[src/rtl/mem_arb_pkg.sv]
// Shared types and constants for the instruction/data memory arbiter.
package mem_arb_pkg;

    localparam int unsigned ADDR_W = 32;
    localparam int unsigned DATA_W = 32;

    localparam logic RD = 1'b1;
    localparam logic WR = 1'b0;

    typedef enum logic [1:0] {
        IDLE   = 2'd0,
        BUSY_I = 2'd1,
        BUSY_D = 2'd2,
        RESP   = 2'd3
    } state_t;

    typedef enum logic {
        REQ_I = 1'b0,
        REQ_D = 1'b1
    } req_id_t;

endpackage

[src/rtl/mem_arb_rr.sv]
// Two-input round-robin picker: on a tie the side not served last wins.
module mem_arb_rr
    import mem_arb_pkg::*;
(
    input  logic    i_req,
    input  logic    d_req,
    input  req_id_t last_served,
    output logic    grant_c,
    output req_id_t winner_c
);

    always_comb begin
        grant_c  = i_req | d_req;
        winner_c = REQ_I;
        if (i_req && d_req) begin
            winner_c = (last_served == REQ_I) ? REQ_D : REQ_I;
        end else if (d_req) begin
            winner_c = REQ_D;
        end
    end

endmodule

[src/rtl/mem_arbiter.sv]
// Arbitrates instruction-fetch and data requests onto one memory port,
// with a bounded memory wait that aborts the transaction with bus_err.
module mem_arbiter
    import mem_arb_pkg::*;
#(
    parameter int unsigned       MAX_WAIT = 16,
    parameter logic [DATA_W-1:0] ERR_DATA = 32'h0000_0000
) (
    input  logic              clk,
    input  logic              reset,
    input  logic              i_req,
    input  logic [ADDR_W-1:0] i_addr,
    output logic [DATA_W-1:0] i_rdata,
    output logic              i_ack,
    input  logic              d_req,
    input  logic [ADDR_W-1:0] d_addr,
    input  logic [DATA_W-1:0] d_wdata,
    input  logic              d_rd_wr,
    output logic [DATA_W-1:0] d_rdata,
    output logic              d_ack,
    output logic              mem_req,
    output logic [ADDR_W-1:0] mem_addr,
    output logic [DATA_W-1:0] mem_wdata,
    output logic              mem_rd_wr,
    input  logic [DATA_W-1:0] mem_rdata,
    input  logic              mem_ack,
    output logic              bus_err
);

    localparam int unsigned CNT_W = $clog2(MAX_WAIT + 1);

    state_t           state;
    req_id_t          last_served;
    logic [CNT_W-1:0] wait_cnt;
    logic             err;
    logic             grant_c;
    req_id_t          winner_c;

    mem_arb_rr u_rr (
        .i_req       (i_req),
        .d_req       (d_req),
        .last_served (last_served),
        .grant_c     (grant_c),
        .winner_c    (winner_c)
    );

    // last_served also identifies the side being completed while in RESP.
    always_ff @(posedge clk or negedge reset) begin
        if (!reset) begin
            state       <= IDLE;
            last_served <= REQ_D;
            wait_cnt    <= '0;
            err         <= 1'b0;
            i_rdata     <= '0;
            d_rdata     <= '0;
            mem_addr    <= '0;
            mem_wdata   <= '0;
            mem_rd_wr   <= RD;
        end else begin
            case (state)
                IDLE: begin
                    if (grant_c) begin
                        last_served <= winner_c;
                        wait_cnt    <= '0;
                        err         <= 1'b0;
                        if (winner_c == REQ_I) begin
                            state     <= BUSY_I;
                            mem_addr  <= i_addr;
                            mem_rd_wr <= RD;
                        end else begin
                            state     <= BUSY_D;
                            mem_addr  <= d_addr;
                            mem_wdata <= d_wdata;
                            mem_rd_wr <= d_rd_wr;
                        end
                    end
                end
                BUSY_I, BUSY_D: begin
                    // A completion on the timeout edge still counts as a success.
                    if (mem_ack) begin
                        state <= RESP;
                        if (state == BUSY_I) begin
                            i_rdata <= mem_rdata;
                        end else if (mem_rd_wr == RD) begin
                            d_rdata <= mem_rdata;
                        end
                    end else if (wait_cnt == CNT_W'(MAX_WAIT - 1)) begin
                        state <= RESP;
                        err   <= 1'b1;
                        if (state == BUSY_I) begin
                            i_rdata <= ERR_DATA;
                        end else if (mem_rd_wr == RD) begin
                            d_rdata <= ERR_DATA;
                        end
                    end else begin
                        wait_cnt <= wait_cnt + CNT_W'(1);
                    end
                end
                RESP: begin
                    state <= IDLE;
                end
                default: begin
                    state <= IDLE;
                end
            endcase
        end
    end

    // Handshake outputs decoded straight from the registered state.
    always_comb begin
        mem_req = (state == BUSY_I) || (state == BUSY_D);
        i_ack   = (state == RESP) && (last_served == REQ_I);
        d_ack   = (state == RESP) && (last_served == REQ_D);
        bus_err = (state == RESP) && err;
    end

endmodule

[config.mk]
export PLATFORM = sky130hd
export DESIGN_NAME = mem_arbiter
export DESIGN_NICKNAME = d
export VERILOG_FILES = /design/src/rtl/mem_arb_pkg.sv /design/src/rtl/mem_arb_rr.sv /design/src/rtl/mem_arbiter.sv
export SDC_FILE = /design/constraint.sdc
export NUM_CORES = 1
export LEC_CHECK = 0
export CAP_MARGIN = 25
export CORE_AREA = 4 4 131 133
export DETAILED_ROUTE_END_ITERATION = 6
export DIE_AREA = 0 0 135 137
export PLACE_DENSITY = 0.83
export SLEW_MARGIN = 20
export SYNTH_ARGS = -nofsm -noshare
export SYNTH_HDL_FRONTEND = slang
export SYNTH_SLANG_ARGS = --single-unit
[constraint.sdc]
create_clock -name clk -period 1.8 [get_ports clk]
set_input_delay 0.36 -clock clk [delete_from_list [all_inputs] [get_ports clk]]
set_output_delay 0.36 -clock clk [all_outputs]
set_load 0.01 [all_outputs]
==> run summary <==
================================================================================
Outcome                                                             finished, violations left
Failing checks                                                      setup timing
Final critical-path share of the clock period                              1.048
Synthesized instance count                                                   501
Average instance area after synthesis                                11.97 sq um
IO Pins                                                                      267
Slew at the pin closest to its max-slew limit                          0.5087 ns
Max Root-Sink Buffers                                                          2
Critical Setup Path Class                                           register to register
Leading post-synthesis cells by cell area                           sky130_fd_sc_hd__dfrtp_1 57%, sky130_fd_sc_hd__mux2i_1 9.8%, sky130_fd_sc_hd__mux2_4 7.0%
Upper clock frequency limit                                           0.5299 GHz
Number of register bits inferred by synthesis                                138
Non-filler instance count after layout                                      1034
Die height                                                           137 microns
Cell type with the highest aggregate area in the netlist            sky130_fd_sc_hd__dfrtp_1
GR Overflow Total                                                              0
Total of max-cap violations                                                    0
Placed instance count                                                        993
Fraction of layout instances using a drive strength above 1               0.1846
Number of enable-type register cells in the synthesized netlist                0
Global-route usage over all layers                                        0.1858
Power consumption                                                       17000 uW
Worst Hold Class                                                    primary input to async pin
Number of DRC violations after detailed routing                                0
Maximum cell stage delay along the critical path                         0.40 ns
Initial core utilization                                                  0.3788
Count of inserted antenna diode cells                                          0
Total via count in the routed design                                        4827
Met3 track demand over resource                                          0.08897
Core footprint                                                       15830 sq um
Setup repair after global routing missed its margin                         true
Clock sink total                                                             138
Buffering stage count on the worst path with inverters included                0
First-pass GRT wire length                                          26520 microns
Hold violation count in the final report                                       0
Global route hottest layer                                                  met2
Critical path's top delay family                                    simple AND/OR/NAND/NOR gates
Critical Path Sink Type                                                 register
Residual antenna-violating net count after detailed routing                    0
Register area share after synthesis                                       0.5764
Worst relative slew slack                                                 0.6608
Unique masters post-synth                                                     36
Final weighted congestion in routability-driven placement                 0.7593
Number of iterations in the first detailed-routing pass                        4
Antenna violations before repair                                               0
Top-count cell post-synth                                           sky130_fd_sc_hd__dfrtp_1
Drt total wl                                                        17620 microns
Area growth, synth to finish                                              66.99%
Pre-CTS setup slack                                                   -0.1792 ns
Met2 demand-to-capacity share in global routing                           0.3268
Final TNS setup                                                       -0.2708 ns
VDD IR max                                                             0.7152 mV
Rows                                                                          46
Routed via count divided by cell count                                     4.668
YS warnings                                                                    0
Detailed router's first-iteration violation count                            139
Area fraction of the dominant cell type after synthesis                   0.5676
Shortest period the worst path allows                                   1.887 ns
Post-synth top flop                                                 sky130_fd_sc_hd__dfrtp_1
Arrival time at the worst endpoint                                       2.19 ns
Pin count of the biggest net entering global routing                          50
Number of buffers added on ports                                             266
Post-route worst setup slack                                         -0.08700 ns
GR Layer Usage met1                                                       0.2014
Total count of max-transition violations in the final report                   0
Area of the mapped netlist                                            5996 sq um
Average wire per standard cell                                      17.04 microns
Pwr per Cell Area                                                   1698 nW/um^2
H-tree lvl count                                                               4
Lkg Pwr                                                              0.004523 uW
Most common library cells after synthesis                           136 x sky130_fd_sc_hd__dfrtp_1, 89 x sky130_fd_sc_hd__nand2_1, 62 x sky130_fd_sc_hd__o21ai_0
Clock root cell                                                     sky130_fd_sc_hd__clkbuf_16
Die width                                                            135 microns
CP max FO                                                                      4
Critical Path, Cell by Cell                                         ha_2 -> and3_4 -> ha_4 -> or2_4 -> a211oi_4 -> mux2_4
Sum of net half-perimeters after detailed placement                 13330 microns
Share of synthesized flip-flops with an asynchronous set or reset          1.000
Number of buffers created by CTS                                              17
Kind of launch point of the worst setup path                            register
Clock tree from TritonCTS                                                   done
Slowest stage cell on the critical path                             sky130_fd_sc_hd__dfrtp_1
Vias in the first global route                                              5165
Total of endpoints with negative setup slack in the final report              12
Data required, critical path                                             2.10 ns
Post-synthesis net count                                                     642
Floorplan die area                                                   18500 sq um
Insertion delay to the later sink of the worst-skew pair                 0.43 ns
Clock-pin transition on the worst setup and hold timing paths            0.07 ns
Count of nets after finishing                                                946
Final clock skew                                                      0.01276 ns
================================================================================
-- layout make-up --
type | instances | area [sq um]
Clock buffer | 17 | 425.4
Clock inverter | 15 | 181.4
Fill cell | 1186 | 5816
Inverter | 32 | 120.1
Multi-Input combinational cell | 303 | 2371
Sequential cell | 138 | 3457
Tap cell | 216 | 270.3
Timing Repair Buffer | 313 | 3187
-- per-stage QoR --
stage / area (sq um) / hold WS (ns) / util
after global placement: 9228 / 0.3471 / 0.5830
final: 10010 / 0.4474 / 0.6326
after floorplan: 6040 / 0.06441 / -
after CTS: 9878 / 0.4698 / 0.6241
after detailed placement: 9228 / 0.3505 / 0.5830
after global routing: 10010 / 0.4794 / 0.6326
-- cells by family (layout without fill, tap and decap cells) --
kind of cell / after synthesis / count (layout) / synth area share
mux: 104 / 104 / 0.2005
flops: 138 / 138 / 0.5764
fa+ha+maj: 7 / 7 / 0.01461
simple gates: 118 / 118 / 0.08973
compound gates: 74 / 74 / 0.06803
buf+inv: 60 / 377 / 0.05071
-- layer usage --
metal  part of all wire  vias to the layer above
li1                   -                     2287
met1               0.37                     2288
met2               0.51                      236
met3               0.11                       16
met4             0.0089                        0
met5                  0                        -
-- flip-flops by register name, summed over array words and instances, names as in the netlist --
name	count
d_rdata	32
err	1
i_rdata	32
last_served	1
mem_addr	32
mem_rd_wr	1
mem_wdata	32
state	2
wait_cnt	5
-- what timing repair did --
item | CTS | global route
setup buffers | 3 | 3
gates cloned | 0 | 2
hold buffers | 1 | 0
resized for setup | 24 | 24
pin swaps | 5 | 1
setup endpoints to repair | 49 | 63
hold endpoints to repair | 43 | 0
-- where the power goes --
part,leakage (uW),switching (uW),internal (uW)
logic,0.00251,3290,4740
clock network,0.000285,1500,2100
registers,0.00173,841,4540
-- cells in the final DEF (no fill, tap or decap), types with 6 or more instances in the layout --
| cell type | instances |
|---|---|
| sky130_fd_sc_hd__mux2_2 | 10 |
| sky130_fd_sc_hd__clkdlybuf4s50_1 | 260 |
| sky130_fd_sc_hd__nand2_1 | 89 |
| sky130_fd_sc_hd__buf_4 | 30 |
| sky130_fd_sc_hd__buf_12 | 12 |
| sky130_fd_sc_hd__mux2_4 | 35 |
| sky130_fd_sc_hd__o21ai_0 | 58 |
| sky130_fd_sc_hd__inv_1 | 31 |
| sky130_fd_sc_hd__mux2i_1 | 57 |
| sky130_fd_sc_hd__and2_1 | 9 |
| sky130_fd_sc_hd__clkbuf_16 | 18 |
| sky130_fd_sc_hd__inv_6 | 6 |
| sky130_fd_sc_hd__dfrtp_1 | 135 |
-- worst paths after layout --
kind	start	to	slack (ns)	depth (start not counted)
worst max register to register	wait_cnt[0]$_DFFE_PN0P_	wait_cnt[0]$_DFFE_PN0P_	-0.09	6
worst min register to register	mem_addr[1]$_DFFE_PN0P_	mem_addr[1]$_DFFE_PN0P_	0.48	2
worst min-delay path	reset	d_rdata[10]$_DFFE_PN0P_	0.45	2
worst max-delay path	wait_cnt[0]$_DFFE_PN0P_	wait_cnt[0]$_DFFE_PN0P_	-0.09	6
max in group asynchronous	reset	mem_wdata[2]$_DFFE_PN0P_	0.72	3
min in group clk	mem_addr[1]$_DFFE_PN0P_	mem_addr[1]$_DFFE_PN0P_	0.48	2
Power figures use the tool's default switching activity.
